$ cat src/rtl/stbq_handshake_tx_pkg.sv
// Shared types for the strobe-crossing transmitter: FSM state encoding.
package stbq_handshake_tx_pkg;

    typedef enum logic [1:0] {
        ST_IDLE    = 2'd0,
        ST_REQ     = 2'd1,
        ST_RELEASE = 2'd2
    } tx_state_e;

endpackage

$ cat src/rtl/stbq_handshake_tx_if.sv
// Handshake/bus bundle between the strobe-crossing transmitter and its environment.
interface stbq_handshake_tx_if #(
    parameter int LGCOUNT = 4
);
    logic               i_stb;
    logic               i_clr_overflow;
    logic               i_ack;
    logic               o_req;
    logic               o_done;
    logic [LGCOUNT-1:0] o_pending;
    logic               o_overflow;

    // master: the transmitter itself; slave: whoever feeds strobes and returns ack
    modport master (
        input  i_stb, i_clr_overflow, i_ack,
        output o_req, o_done, o_pending, o_overflow
    );
    modport slave (
        output i_stb, i_clr_overflow, i_ack,
        input  o_req, o_done, o_pending, o_overflow
    );
endinterface

$ cat src/rtl/stbq_handshake_tx_ff_sync.sv
// Multi-flop level synchronizer, cleared by async reset; reusable on either side.
module ff_sync #(
    parameter int NFF = 2
) (
    input  logic i_clk,
    input  logic i_areset_n,
    input  logic i_d,
    output logic o_q
);
    logic [NFF-1:0] sync_q;

    always_ff @(posedge i_clk or negedge i_areset_n) begin
        if (!i_areset_n) sync_q <= '0;
        else             sync_q <= {sync_q[NFF-2:0], i_d};
    end

    assign o_q = sync_q[NFF-1];
endmodule

$ cat src/rtl/stbq_handshake_tx.sv
// Source side of a four-phase req/ack strobe crossing: counts strobes locally and
// delivers them one per req/ack round trip.
module stbq_handshake_tx
    import stbq_handshake_tx_pkg::*;
#(
    parameter int NFF     = 2,
    parameter int LGCOUNT = 4
) (
    input logic                  i_clk,
    input logic                  i_areset_n,
    stbq_handshake_tx_if.master  bus
);
    localparam logic [LGCOUNT-1:0] CNT_MAX = '1;

    tx_state_e          state_q, state_d;
    logic               req_q, req_d;
    logic               done_q, done_d;
    logic               ovf_q, ovf_d;
    logic [LGCOUNT-1:0] pend_q, pend_d;
    logic               ack_s;
    logic               dec, accept, drop;

    ff_sync #(.NFF(NFF)) u_ack_sync (
        .i_clk      (i_clk),
        .i_areset_n (i_areset_n),
        .i_d        (bus.i_ack),
        .o_q        (ack_s)
    );

    // IDLE also holds off while ack_s is high, so req never rises into a stale ack
    always_comb begin
        state_d = state_q;
        dec     = 1'b0;
        case (state_q)
            ST_IDLE:    if (pend_q != '0 && !ack_s) state_d = ST_REQ;
            ST_REQ:     if (ack_s) begin
                            state_d = ST_RELEASE;
                            dec     = 1'b1;
                        end
            ST_RELEASE: if (!ack_s) state_d = ST_IDLE;
            default:    state_d = ST_IDLE;
        endcase
        req_d  = (state_d == ST_REQ);
        done_d = dec;
    end

    // At full count a strobe still fits if an event leaves in the same cycle
    always_comb begin
        accept = bus.i_stb && ((pend_q != CNT_MAX) || dec);
        drop   = bus.i_stb && !accept;
        pend_d = pend_q + LGCOUNT'(accept) - LGCOUNT'(dec);
        ovf_d  = ovf_q;
        if (drop)                    ovf_d = 1'b1;
        else if (bus.i_clr_overflow) ovf_d = 1'b0;
    end

    always_ff @(posedge i_clk or negedge i_areset_n) begin
        if (!i_areset_n) begin
            state_q <= ST_IDLE;
            req_q   <= 1'b0;
            done_q  <= 1'b0;
            ovf_q   <= 1'b0;
            pend_q  <= '0;
        end else begin
            state_q <= state_d;
            req_q   <= req_d;
            done_q  <= done_d;
            ovf_q   <= ovf_d;
            pend_q  <= pend_d;
        end
    end

    assign bus.o_req      = req_q;
    assign bus.o_done     = done_q;
    assign bus.o_pending  = pend_q;
    assign bus.o_overflow = ovf_q;
endmodule

$ cat src/flat_wrapper.sv
// flat-port wrapper written by rule: the top's interface ports become plain ports
module stbq_handshake_tx_flat import stbq_handshake_tx_pkg::*;
#(
    parameter int NFF     = 2,
    parameter int LGCOUNT = 4
)
  (i_clk, i_areset_n, bus_i_stb, bus_i_clr_overflow, bus_i_ack, bus_o_req, bus_o_done, bus_o_pending, bus_o_overflow);
  stbq_handshake_tx_if #(.LGCOUNT(LGCOUNT)) bus_i ();
  input logic i_clk;
  input logic i_areset_n;
  input wire logic [$bits(bus_i.i_stb)-1:0] bus_i_stb;
  input wire logic [$bits(bus_i.i_clr_overflow)-1:0] bus_i_clr_overflow;
  input wire logic [$bits(bus_i.i_ack)-1:0] bus_i_ack;
  output wire logic [$bits(bus_i.o_req)-1:0] bus_o_req;
  output wire logic [$bits(bus_i.o_done)-1:0] bus_o_done;
  output wire logic [$bits(bus_i.o_pending)-1:0] bus_o_pending;
  output wire logic [$bits(bus_i.o_overflow)-1:0] bus_o_overflow;
  assign bus_i.i_stb = bus_i_stb;
  assign bus_i.i_clr_overflow = bus_i_clr_overflow;
  assign bus_i.i_ack = bus_i_ack;
  assign bus_o_req = bus_i.o_req;
  assign bus_o_done = bus_i.o_done;
  assign bus_o_pending = bus_i.o_pending;
  assign bus_o_overflow = bus_i.o_overflow;
  stbq_handshake_tx #(.NFF(NFF), .LGCOUNT(LGCOUNT)) u_core (.i_clk(i_clk), .i_areset_n(i_areset_n), .bus(bus_i));
endmodule
$ cat config.mk
export PLATFORM = sky130hd
export DESIGN_NAME = stbq_handshake_tx_flat
export DESIGN_NICKNAME = d
export VERILOG_FILES = /design/src/rtl/stbq_handshake_tx_pkg.sv /design/src/rtl/stbq_handshake_tx_if.sv /design/src/rtl/stbq_handshake_tx_ff_sync.sv /design/src/rtl/stbq_handshake_tx.sv /design/src/flat_wrapper.sv
export SDC_FILE = /design/constraint.sdc
export NUM_CORES = 1
export LEC_CHECK = 0
export ABC_AREA = 1
export BUFFER_PORTS_ARGS = -buffer_cell sky130_fd_sc_hd__buf_2
export CAP_MARGIN = 40
export CELL_PAD_IN_SITES_DETAIL_PLACEMENT = 1
export CELL_PAD_IN_SITES_GLOBAL_PLACEMENT = 1
export CORE_UTILIZATION = 34
export CTS_CLUSTER_DIAMETER = 200
export DETAILED_ROUTE_END_ITERATION = 12
export PLACE_DENSITY = 0.8
export RECOVER_POWER = 50
export SYNTH_ARGS = -nofsm -noshare
export SYNTH_HDL_FRONTEND = slang
export SYNTH_SLANG_ARGS = --single-unit
$ cat constraint.sdc
create_clock -name i_clk -period 1.8 [get_ports i_clk]
set_clock_uncertainty 0.05 [all_clocks]
set_input_delay 0.18 -clock i_clk [delete_from_list [all_inputs] [get_ports i_clk]]
set_output_delay 0.18 -clock i_clk [all_outputs]
set_load 0.05 [all_outputs]
==> flow_metrics.tcl <==
set metrics [dict create \
    grt_overflow 0 \
    ios 12 \
    final_cell_mix "inv_1 (12), buf_2 (10), nand2_1 (9), dfrtp_1 (7)" \
    power.share.sequential_pct 31.9 \
    cts_root_buf "clkbuf_4" \
    crit_path_start_kind "flip-flop" \
    grt_max_degree 12 \
    worst_pin_slew_ns 0.600 \
    path_cells "nand3_2, inv_1, ha_1, inv_1, ha_2, fa_2, xor2_1" \
    cp_slowest_cell "dfrtp_1" \
    initial_utilization_pct 38.3 \
    cp_top_family "adder cells" \
    diodes 0 \
    fp-row-count 13 \
    placed_cells 79 \
    syn_inst 51 \
    grt_pass1_vias 400 \
    antenna_found_initial 0 \
    rsz0062_at_grt "false" \
    synth_top_area_share_pct 52.6 \
    clkPwrFrac_pct 13.2 \
    grt_use_met3_pct 6.52 \
    power.internal_uw 639 \
    p_leak_nw 0.369 \
    cts.path.max_buffers 2 \
    worst_ep_arrival_time_ns 1.79 \
    portBuffers 11 \
    grt_pass1_wl_um 1700 \
    area_delta_synth_final_pct 29.9 \
    clk_pin_slew_ns 0.07 \
    maxCapViolCount 0 \
    use_met2_pct 29.3 \
    cp-end-kind "flip-flop" \
    yosys_warnings 0 \
    worstSetupPathType "reg2reg" \
    path_max_fanout 3 \
    busiest_layer "met2" \
    swShare_pct 48.8 \
    ir_drop_mv 0.780 \
    ys_types 13 \
    tns_ns 0 \
    finalSetupViolCount 0 \
    routed_via_density 4.59 \
    power_frac_comb_pct 54.9 \
    die_width_um 41.2 \
    cts_made_buffers 3 \
    core_area_um2 1370 \
    htreeDepth 1 \
    syn_avg_cell_area_um2 10.3 \
    antenna_left 0 \
    status "complete, no violations" \
    synth_area_um2 523 \
    wl_per_cell_um 12.0 \
    grt_use_total_pct 17.1 \
    synth_area_leaders "dfrtp_1 (53%), ha_1 (14%), inv_1 (8.6%), nand2_1 (6.5%), fa_1 (3.8%)" \
    drt-total-wl_um 1020 \
    p_per_area_nw_per_um2 1840 \
    fin_cells 85 \
    drive_gt1_share_pct 34.3 \
    syn_nets 63 \
    critPathRequiredTime_ns 1.90 \
    slowest_delay_ns 0.40 \
    path_common_cell "inv_1" \
    final_common_cell "inv_1" \
    post-route-util_pct 49.7 \
    hpwl_um 843 \
    fin_crit_ns 1.70 \
    dr.pass1.iters 3 \
    clock.fmax_mhz 590 \
    power.switching_uw 609 \
    clock-sinks 11 \
    hold_class "in2reg" \
    post_cts_buffers 0 \
    die_area_um2 1700 \
    gr-usage-met1_pct 16.7 \
    hold_slack_ns 0.111 \
    first_iter_violations 2 \
    cts_tree "built" \
    clk_latency_ns 0.26 \
    routed-via-count 390 \
    final-hold-violation-count 0 \
    period_share_pct 94.2 \
    die_h_um 41.2 \
    ys_ff_latch 11 \
    crit_buf_inv 2 \
    synth_seq_area_share_pct 52.6 \
    final_nets 83 \
    finalWeightedCongestion 0.663 \
    slew_headroom_pct 60.0 \
    route.detailed.drc 0 \
    slew_violations 0 \
    yosys.area.top_type "dfrtp_1" \
]
worst reg2reg max path: cells and delay by family (launching register included):
| family | cells | cell delay, ns |
|---|---|---|
| buffers and inverters | 2 | 0.10 |
| xor gates and xnor gates | 1 | 0.16 |
| and+or+nand+nor | 1 | 0.09 |
| DFF | 1 | 0.40 |
| adders and majority gates | 3 | 0.77 |
synthesized netlist by cell type:
| cell | count |
|---|---|
| nand3_2 | 1 |
| nor2_2 | 1 |
| ha_1 | 6 |
| xor2_1 | 1 |
| nand3_1 | 3 |
| nor2_1 | 2 |
| inv_1 | 12 |
| dfrtp_1 | 11 |
| nand4_1 | 1 |
| a21boi_1 | 1 |
| nand2_1 | 9 |
| fa_1 | 1 |
| a31oi_1 | 2 |
power by group through the flow:
stage	Clock, mW	Sequential, mW	Combinational, mW
6_report	0.165	0.398	0.686
5_1_grt	0.193	0.409	0.769
4_1_cts	0.173	0.399	0.697
3_5_place_dp	0	0.403	0.688
3_3_place_gp	0	0.398	0.648
2_1_floorplan	0	0.602	0.295
stage by stage:
step / area, um2 / setup WS (ns) / power, mW
2_1_floorplan: 543 / 0.0269 / 0.898
3_3_place_gp: 632 / 0.0947 / 1.05
3_5_place_dp: 632 / 0.0591 / 1.09
4_1_cts: 678 / 0.0469 / 1.27
5_1_grt: 679 / 0.0136 / 1.37
6_report: 679 / 0.104 / 1.25
final timing paths:
check	cells past startpoint	startpoint	end	slack [ns]
hold / removal	4	bus_i_clr_overflow	u_core.bus.o_overflow	0.11
min in group asynchronous	2	i_areset_n	u_core.state_q[0]	0.38
setup reg to reg	7	u_core.state_q[0]	u_core.bus.o_pending[2]	0.10
hold reg to reg	0	u_core.u_ack_sync.sync_q[0]	u_core.u_ack_sync.sync_q[1]	0.31
max in group asynchronous	2	i_areset_n	u_core.bus.o_pending[1]	0.89
setup / recovery	7	u_core.state_q[0]	u_core.bus.o_pending[2]	0.10
what timing repair did:
| item | in CTS | in global routing |
|---|---|---|
| endpoints found under the setup margin | 0 | 1 |
| hold buffers | 2 | 0 |
| gates resized for setup | 0 | 1 |
| hold endpoints to repair | 12 | 0 |
flip-flops by register name, summed over array words and instances, names as in the netlist:
register and cells:
u_core.u_ack_sync.sync_q 2, u_core.bus.o_pending 4, u_core.bus.o_overflow 1, u_core.bus.o_done 1, u_core.bus.o_req 1, u_core.state_q 2
kinds of logic after synthesis:
| group | share of synthesized area (%) |
|---|---|
| AO/OA/AOI/OAI | 3.83 |
| XOR/XNOR | 1.67 |
| adder cells (fa/ha/maj) | 18.2 |
| buffers and inverters | 8.61 |
| flip-flops | 52.6 |
| AND/OR/NAND/NOR | 15.1 |
per-layer routing:
| metal | vias to the layer above | share of wire (%) | wire length (um) |
|---|---|---|---|
| met5 | - | 0 | 0 |
| met4 | 0 | 2.0 | 20 |
| met3 | 2 | 2.6 | 27 |
| met2 | 7 | 55 | 561 |
| met1 | 184 | 40 | 410 |
| li1 | 197 | - | - |
final cells by class:
| class | count | area, um2 |
|---|---|---|
| clock buffers | 4 | 26.3 |
| repair buffers | 15 | 88.8 |
| flip-flops and latches | 11 | 280 |
| inverters | 12 | 45.0 |
| multi-input cells | 28 | 220 |
| well taps | 15 | 18.8 |
| fillers | 173 | 687 |
(Power assumes the default switching activity.)
